### src/rtl/dec_gray_pkg.sv
// dec_gray_pkg: shared defaults and code-conversion helpers for the Gray-to-thermometer pipeline.
package dec_gray_pkg;
    localparam int DEF_GW        = 5;
    localparam int DEF_MAX_STEP  = 4;
    localparam int DEF_REJ_LIMIT = 2;
    localparam int DEF_CW        = 16;
    localparam int MAX_GW        = 8;
    localparam int MAX_TW        = 2**MAX_GW;
    typedef logic [MAX_GW-1:0] code_t;
    typedef logic [MAX_TW-1:0] therm_t;
    // Zero upper bits leave the prefix XOR of the low bits untouched, so one width serves every GW.
    function automatic code_t gray2bin(input code_t g);
        code_t b;
        b = g;
        for (int i = 1; i < MAX_GW; i++) b = b ^ (g >> i);
        return b;
    endfunction
    function automatic therm_t bin2therm(input code_t b);
        return (therm_t'(1) << b) - therm_t'(1);
    endfunction
endpackage

### src/rtl/dec_gray_therm_pipe_sparkle_filter.sv
// sparkle_filter: tracks the last accepted code and substitutes it for samples that jump too far.
module sparkle_filter #(
    parameter int GW        = 5,
    parameter int MAX_STEP  = 4,
    parameter int REJ_LIMIT = 2,
    parameter int CW        = 16
)(
    input  logic          clk,
    input  logic          rst,
    input  logic          i_en,
    input  logic          i_filt,
    input  logic [GW-1:0] i_bin,
    output logic [GW-1:0] o_value,
    output logic          o_spark,
    output logic [CW-1:0] o_rej_cnt
);
    localparam int RW = $clog2(REJ_LIMIT + 1);
    logic [GW-1:0] r_prev;
    logic          r_prev_vld;
    logic [RW-1:0] r_rej_run;
    logic [CW-1:0] r_rej_cnt;
    logic [GW:0]   w_d;
    logic          w_acc;
    always_comb begin
        w_d     = (i_bin > r_prev) ? {1'b0, i_bin} - {1'b0, r_prev} : {1'b0, r_prev} - {1'b0, i_bin};
        w_acc   = !i_filt || !r_prev_vld || (int'(w_d) <= MAX_STEP) || (int'(r_rej_run) == REJ_LIMIT);
        o_value = w_acc ? i_bin : r_prev;
        o_spark = !w_acc;
    end
    always_ff @(posedge clk) begin
        if (rst) begin
            r_prev     <= '0;
            r_prev_vld <= 1'b0;
            r_rej_run  <= '0;
            r_rej_cnt  <= '0;
        end else if (i_en) begin
            if (w_acc) begin
                r_prev     <= i_bin;
                r_prev_vld <= 1'b1;
                r_rej_run  <= '0;
            end else begin
                r_rej_run <= r_rej_run + RW'(1);
                if (!(&r_rej_cnt)) r_rej_cnt <= r_rej_cnt + CW'(1);
            end
        end
    end
    assign o_rej_cnt = r_rej_cnt;
endmodule

### src/rtl/dec_gray_therm_pipe.sv
// dec_gray_therm_pipe: two-stage valid/ready Gray-to-thermometer decoder with optional sparkle filtering.
module dec_gray_therm_pipe
    import dec_gray_pkg::*;
#(
    parameter int GW        = DEF_GW,
    parameter int MAX_STEP  = DEF_MAX_STEP,
    parameter int REJ_LIMIT = DEF_REJ_LIMIT,
    parameter int CW        = DEF_CW,
    localparam int TW       = 2**GW
)(
    input  logic          clk,
    input  logic          rst,
    input  logic          in_valid,
    output logic          in_ready,
    input  logic [GW-1:0] in_gray,
    input  logic          filt_en,
    output logic          out_valid,
    input  logic          out_ready,
    output logic [TW-1:0] out_therm,
    output logic [GW-1:0] out_bin,
    output logic          out_spark,
    output logic [CW-1:0] rej_cnt
);
    logic          w_ce;
    logic          r_s1_vld;
    logic          r_s1_filt;
    logic [GW-1:0] r_s1_bin;
    logic [GW-1:0] w_value;
    logic          w_spark;
    assign w_ce     = !out_valid || out_ready;
    assign in_ready = w_ce;
    always_ff @(posedge clk) begin
        if (rst) begin
            r_s1_vld  <= 1'b0;
            r_s1_filt <= 1'b0;
            r_s1_bin  <= '0;
            out_valid <= 1'b0;
            out_therm <= '0;
            out_bin   <= '0;
            out_spark <= 1'b0;
        end else if (w_ce) begin
            r_s1_vld  <= in_valid;
            r_s1_filt <= filt_en;
            r_s1_bin  <= GW'(gray2bin(code_t'(in_gray)));
            out_valid <= r_s1_vld;
            if (r_s1_vld) begin
                out_bin   <= w_value;
                out_therm <= TW'(bin2therm(code_t'(w_value)));
                out_spark <= w_spark;
            end
        end
    end
    sparkle_filter #(
        .GW(GW), .MAX_STEP(MAX_STEP), .REJ_LIMIT(REJ_LIMIT), .CW(CW)
    ) u_filt (
        .clk       (clk),
        .rst       (rst),
        .i_en      (w_ce && r_s1_vld),
        .i_filt    (r_s1_filt),
        .i_bin     (r_s1_bin),
        .o_value   (w_value),
        .o_spark   (w_spark),
        .o_rej_cnt (rej_cnt)
    );
endmodule

### config.mk
export PLATFORM = sky130hd
export DESIGN_NAME = dec_gray_therm_pipe
export DESIGN_NICKNAME = d
export VERILOG_FILES = /design/src/rtl/dec_gray_pkg.sv /design/src/rtl/dec_gray_therm_pipe_sparkle_filter.sv /design/src/rtl/dec_gray_therm_pipe.sv
export SDC_FILE = /design/constraint.sdc
export NUM_CORES = 1
export LEC_CHECK = 0
export CAP_MARGIN = 20
export CORE_MARGIN = 5
export CORE_UTILIZATION = 59
export DETAILED_ROUTE_END_ITERATION = 6
export PLACE_DENSITY = 0.92
export SYNTH_ARGS = -nofsm -noshare
export SYNTH_HDL_FRONTEND = slang
export SYNTH_SLANG_ARGS = --single-unit
export TNS_END_PERCENT = 50
### constraint.sdc
create_clock -name clk -period 7.9 [get_ports clk]
set_input_delay 0.79 -clock clk [delete_from_list [all_inputs] [get_ports clk]]
set_output_delay 0.79 -clock clk [all_outputs]
set_load 0.005 [all_outputs]
==> results.cfg <==
[grt]
grt_util_all_layers = 0.292
grt_pass1_vias = 4308
grt_max_degree = 67
grt_pass1_wl_um = 20700
overflow = 0
antenna_found_initial = 0

[placed_design]
preCtsSetupSlack_ps = 2680
hpwl_um = 8570
place_area_um2 = 4770
portBuffers = 65
place_inst = 690
gp_congestion = 1.00

[critical_path]
critical_path_class = reg -> reg
rrSetupSlack_ps = 2450
cp_num_buf_inv = 2
cp_cell_sequence = inv_1, ha_1, nand2_1, o21bai_1, a21boi_1, o221ai_1, a21oi_4, buf_4, nor4_1, a31oi_1, ha_1, or2_2, o21ai_0, nand2_1, a21oi_1, o311ai_0, a21oi_1
cpPeakStageDelay_ps = 830
rr_startpoint = out_bin[2]
reg2reg_depth = 17
worst_setup_path_end_kind = register
r2r-end = out_therm[26]
startpoint_type = register
crit_family = compound AO/OA/AOI/OAI gates
critical-path-slowest-cell = ha_1
cp_max_fo = 53
crit_required_ps = 8110
critPathArrivalTime_ps = 5660

[synth]
async_flop_share = 0
synth_cells = 575
synthesis.nets = 598
synth_edf_count = 0
ys.flop_type = dfxtp_1
ys_types = 64
avgSynthCellArea_um2 = 7.27
syn_area_um2 = 4180
yosysSeqAreaShare = 0.311
synth-seq-cells = 65
ys_warn_count = 0

[cts]
holdBufCountCts = 0
cts_tree = yes
cts-htree-levels = 3
clkLatencyLatePin_ps = 350
clockRootBuffer = clkbuf_8
postCtsSetupRepairBufs = 0
cts_sinks = 65
path_clk_slew_ps = 80
cts_resized = 0
cts_made_buffers = 9
clock_path_buffers = 2

[die]
rows = 30
start_util = 0.612
die_y_um = 94.2
die_x_um = 94.2
core_area_um2 = 6830
die_area_um2 = 8870
io_pins = 66

[timing]
final_hold_viol_count = 0
slew_violations = 0
clock_skew_ps = 4.89
setup_tns_ps = 0
hold_slack_ps = 456
fin_ws_ps = 2450
relSlewSlack = 0.336
fmax_mhz = 183
finalCriticalPeriod_ps = 5450
timing.final.crit_share = 0.690
tightest_slew_ps = 996
rsz0062_at_grt = no
finalSetupViolations = 0

[layout]
fillCellCount = 540
layout.nets = 628
diodes = 0
fin_util = 0.732
fin_cells = 706
areaGrowthSynthToFinish_pct = 19.5
stdcell_area_um2 = 5000
drive_above_1_share = 0.0525

[drt]
wire_per_inst_um = 17.9
ant_nets = 0
num_vias = 4479
viasPerCell = 6.34
first_pass_iters = 5
drt_iter0_drc = 430
wl_um = 12600
drc_errors = 0

[worst_hold_path]
hold_start = out_therm[12]
hold_class = reg -> reg
holdPathStages = 2
hold_end = out_therm[12]

[power]
p_sw_mw = 0.335
p_int_mw = 0.647
seqPwrFrac = 0.381
ir_drop_mv = 0.128
p_leak_nw = 1.80
power.total_mw = 0.982
power_density_nw_per_um2 = 197
p_clk_frac = 0.334
combPwrFrac = 0.285
swShare = 0.341

[job]
drv_cap = 0

[run_status]
status = finished clean
## Yosys cell counts (3+ instances only)
master | count | area share
a211oi_1 | 10 | 0.018
a21oi_1 | 64 | 0.077
a22oi_1 | 3 | 0.0054
a31oi_1 | 7 | 0.010
a32o_1 | 3 | 0.0072
a41oi_1 | 3 | 0.0063
and3_1 | 5 | 0.0075
buf_2 | 7 | 0.0084
clkbuf_1 | 40 | 0.036
dfxtp_1 | 65 | 0.31
ha_1 | 13 | 0.039
inv_1 | 17 | 0.015
mux2i_1 | 9 | 0.022
nand2_1 | 73 | 0.066
nand3_1 | 20 | 0.024
nand4_1 | 8 | 0.012
nor2_1 | 65 | 0.058
nor2b_1 | 3 | 0.0045
nor3_1 | 20 | 0.024
nor3b_1 | 3 | 0.0054
nor4_1 | 5 | 0.0075
o211ai_1 | 16 | 0.029
o21ai_0 | 31 | 0.037
o221ai_1 | 3 | 0.0063
o311ai_0 | 3 | 0.0063
o31ai_1 | 3 | 0.0054
or2_2 | 3 | 0.0045
or3_1 | 7 | 0.010
or4_1 | 4 | 0.0072
xnor2_1 | 8 | 0.017
xor2_1 | 13 | 0.027
## cell families after synthesis
family / after synthesis / synth area share
AO/OA/AOI/OAI: 170 / 0.261
buffers and inverters: 68 / 0.0667
XOR/XNOR: 21 / 0.0440
flip-flops: 65 / 0.311
adder cells (fa/ha/maj): 13 / 0.0389
multiplexers: 10 / 0.0242
AND/OR/NAND/NOR: 228 / 0.254
## layer usage
metal / vias up / part of all wire / track usage
li1: 2117 / - / -
met3: 56 / 0.082 / 0.0521
met5: - / 0 / 0
met1: 2060 / 0.41 / 0.364
met4: 0 / 0.041 / 0.140
met2: 246 / 0.47 / 0.484
## power groups by stage
| stage | combinational [mW] | sequential, mW | clock (mW) |
|---|---|---|---|
| 2_1_floorplan | 0.208 | 0.364 | 0 |
| 3_3_place_gp | 0.269 | 0.380 | 0 |
| 3_5_place_dp | 0.272 | 0.381 | 0 |
| 4_1_cts | 0.275 | 0.373 | 0.329 |
| 5_1_grt | 0.307 | 0.377 | 0.343 |
| 6_report | 0.280 | 0.375 | 0.328 |
## layout by cell type, fill, tap and decap left out, drive strengths merged, types with 4 or more instances in the layout
cell type	instances
a21oi	65
nor2b	4
clkdlybuf4s50	64
xor2	13
o211ai	16
and3	5
inv	17
nor4	5
clkbuf	10
nor3	20
dfxtp	65
nand4	9
ha	13
xnor2	8
or4	4
buf	6
mux2i	9
o21ai	31
nand3	21
or3	7
a31oi	7
clkinv	4
nand2	73
nor2	65
a211oi	10
## registers in the layout, indices dropped and copies added, names as in the netlist
| name | cells |
|---|---|
| r_s1_filt | 1 |
| out_valid | 1 |
| u_filt.r_rej_run | 2 |
| u_filt.r_prev_vld | 1 |
| r_s1_vld | 1 |
| u_filt.o_rej_cnt | 16 |
| out_therm | 32 |
| r_s1_bin | 5 |
| out_bin | 5 |
| out_spark | 1 |
## tightest hold or removal path, stage by stage (launching register included)
cell     delay (ps)
dfxtp_1         310
nand2_1          50
a21oi_1          50
## cell type report
cell class	instances	area, µm²	area share
Inverter	17	63.8	0.0128
Clock inverter	6	91.3	0.0183
Sequential cell	65	1300	0.260
Multi-Input combinational cell	442	2600	0.520
Timing Repair Buffer	70	683	0.137
Clock buffer	10	138	0.0275
Tap cell	96	120	0.0240
## worst max-delay path by stage
stage / cells after the start / startpoint / endpoint / slack [ps]
after CTS: 17 / out_bin[2] / out_therm[26] / 2610
after global placement: 17 / out_bin[2] / out_therm[8] / 2740
after floorplan: 23 / out_bin[4] / out_therm[18] / 3660
after global routing: 17 / out_bin[2] / out_therm[26] / 2070
after detailed placement: 18 / out_bin[2] / out_therm[22] / 2680
final: 17 / out_bin[2] / out_therm[26] / 2450
No activity file was read; power rests on OpenSTA's default activity.
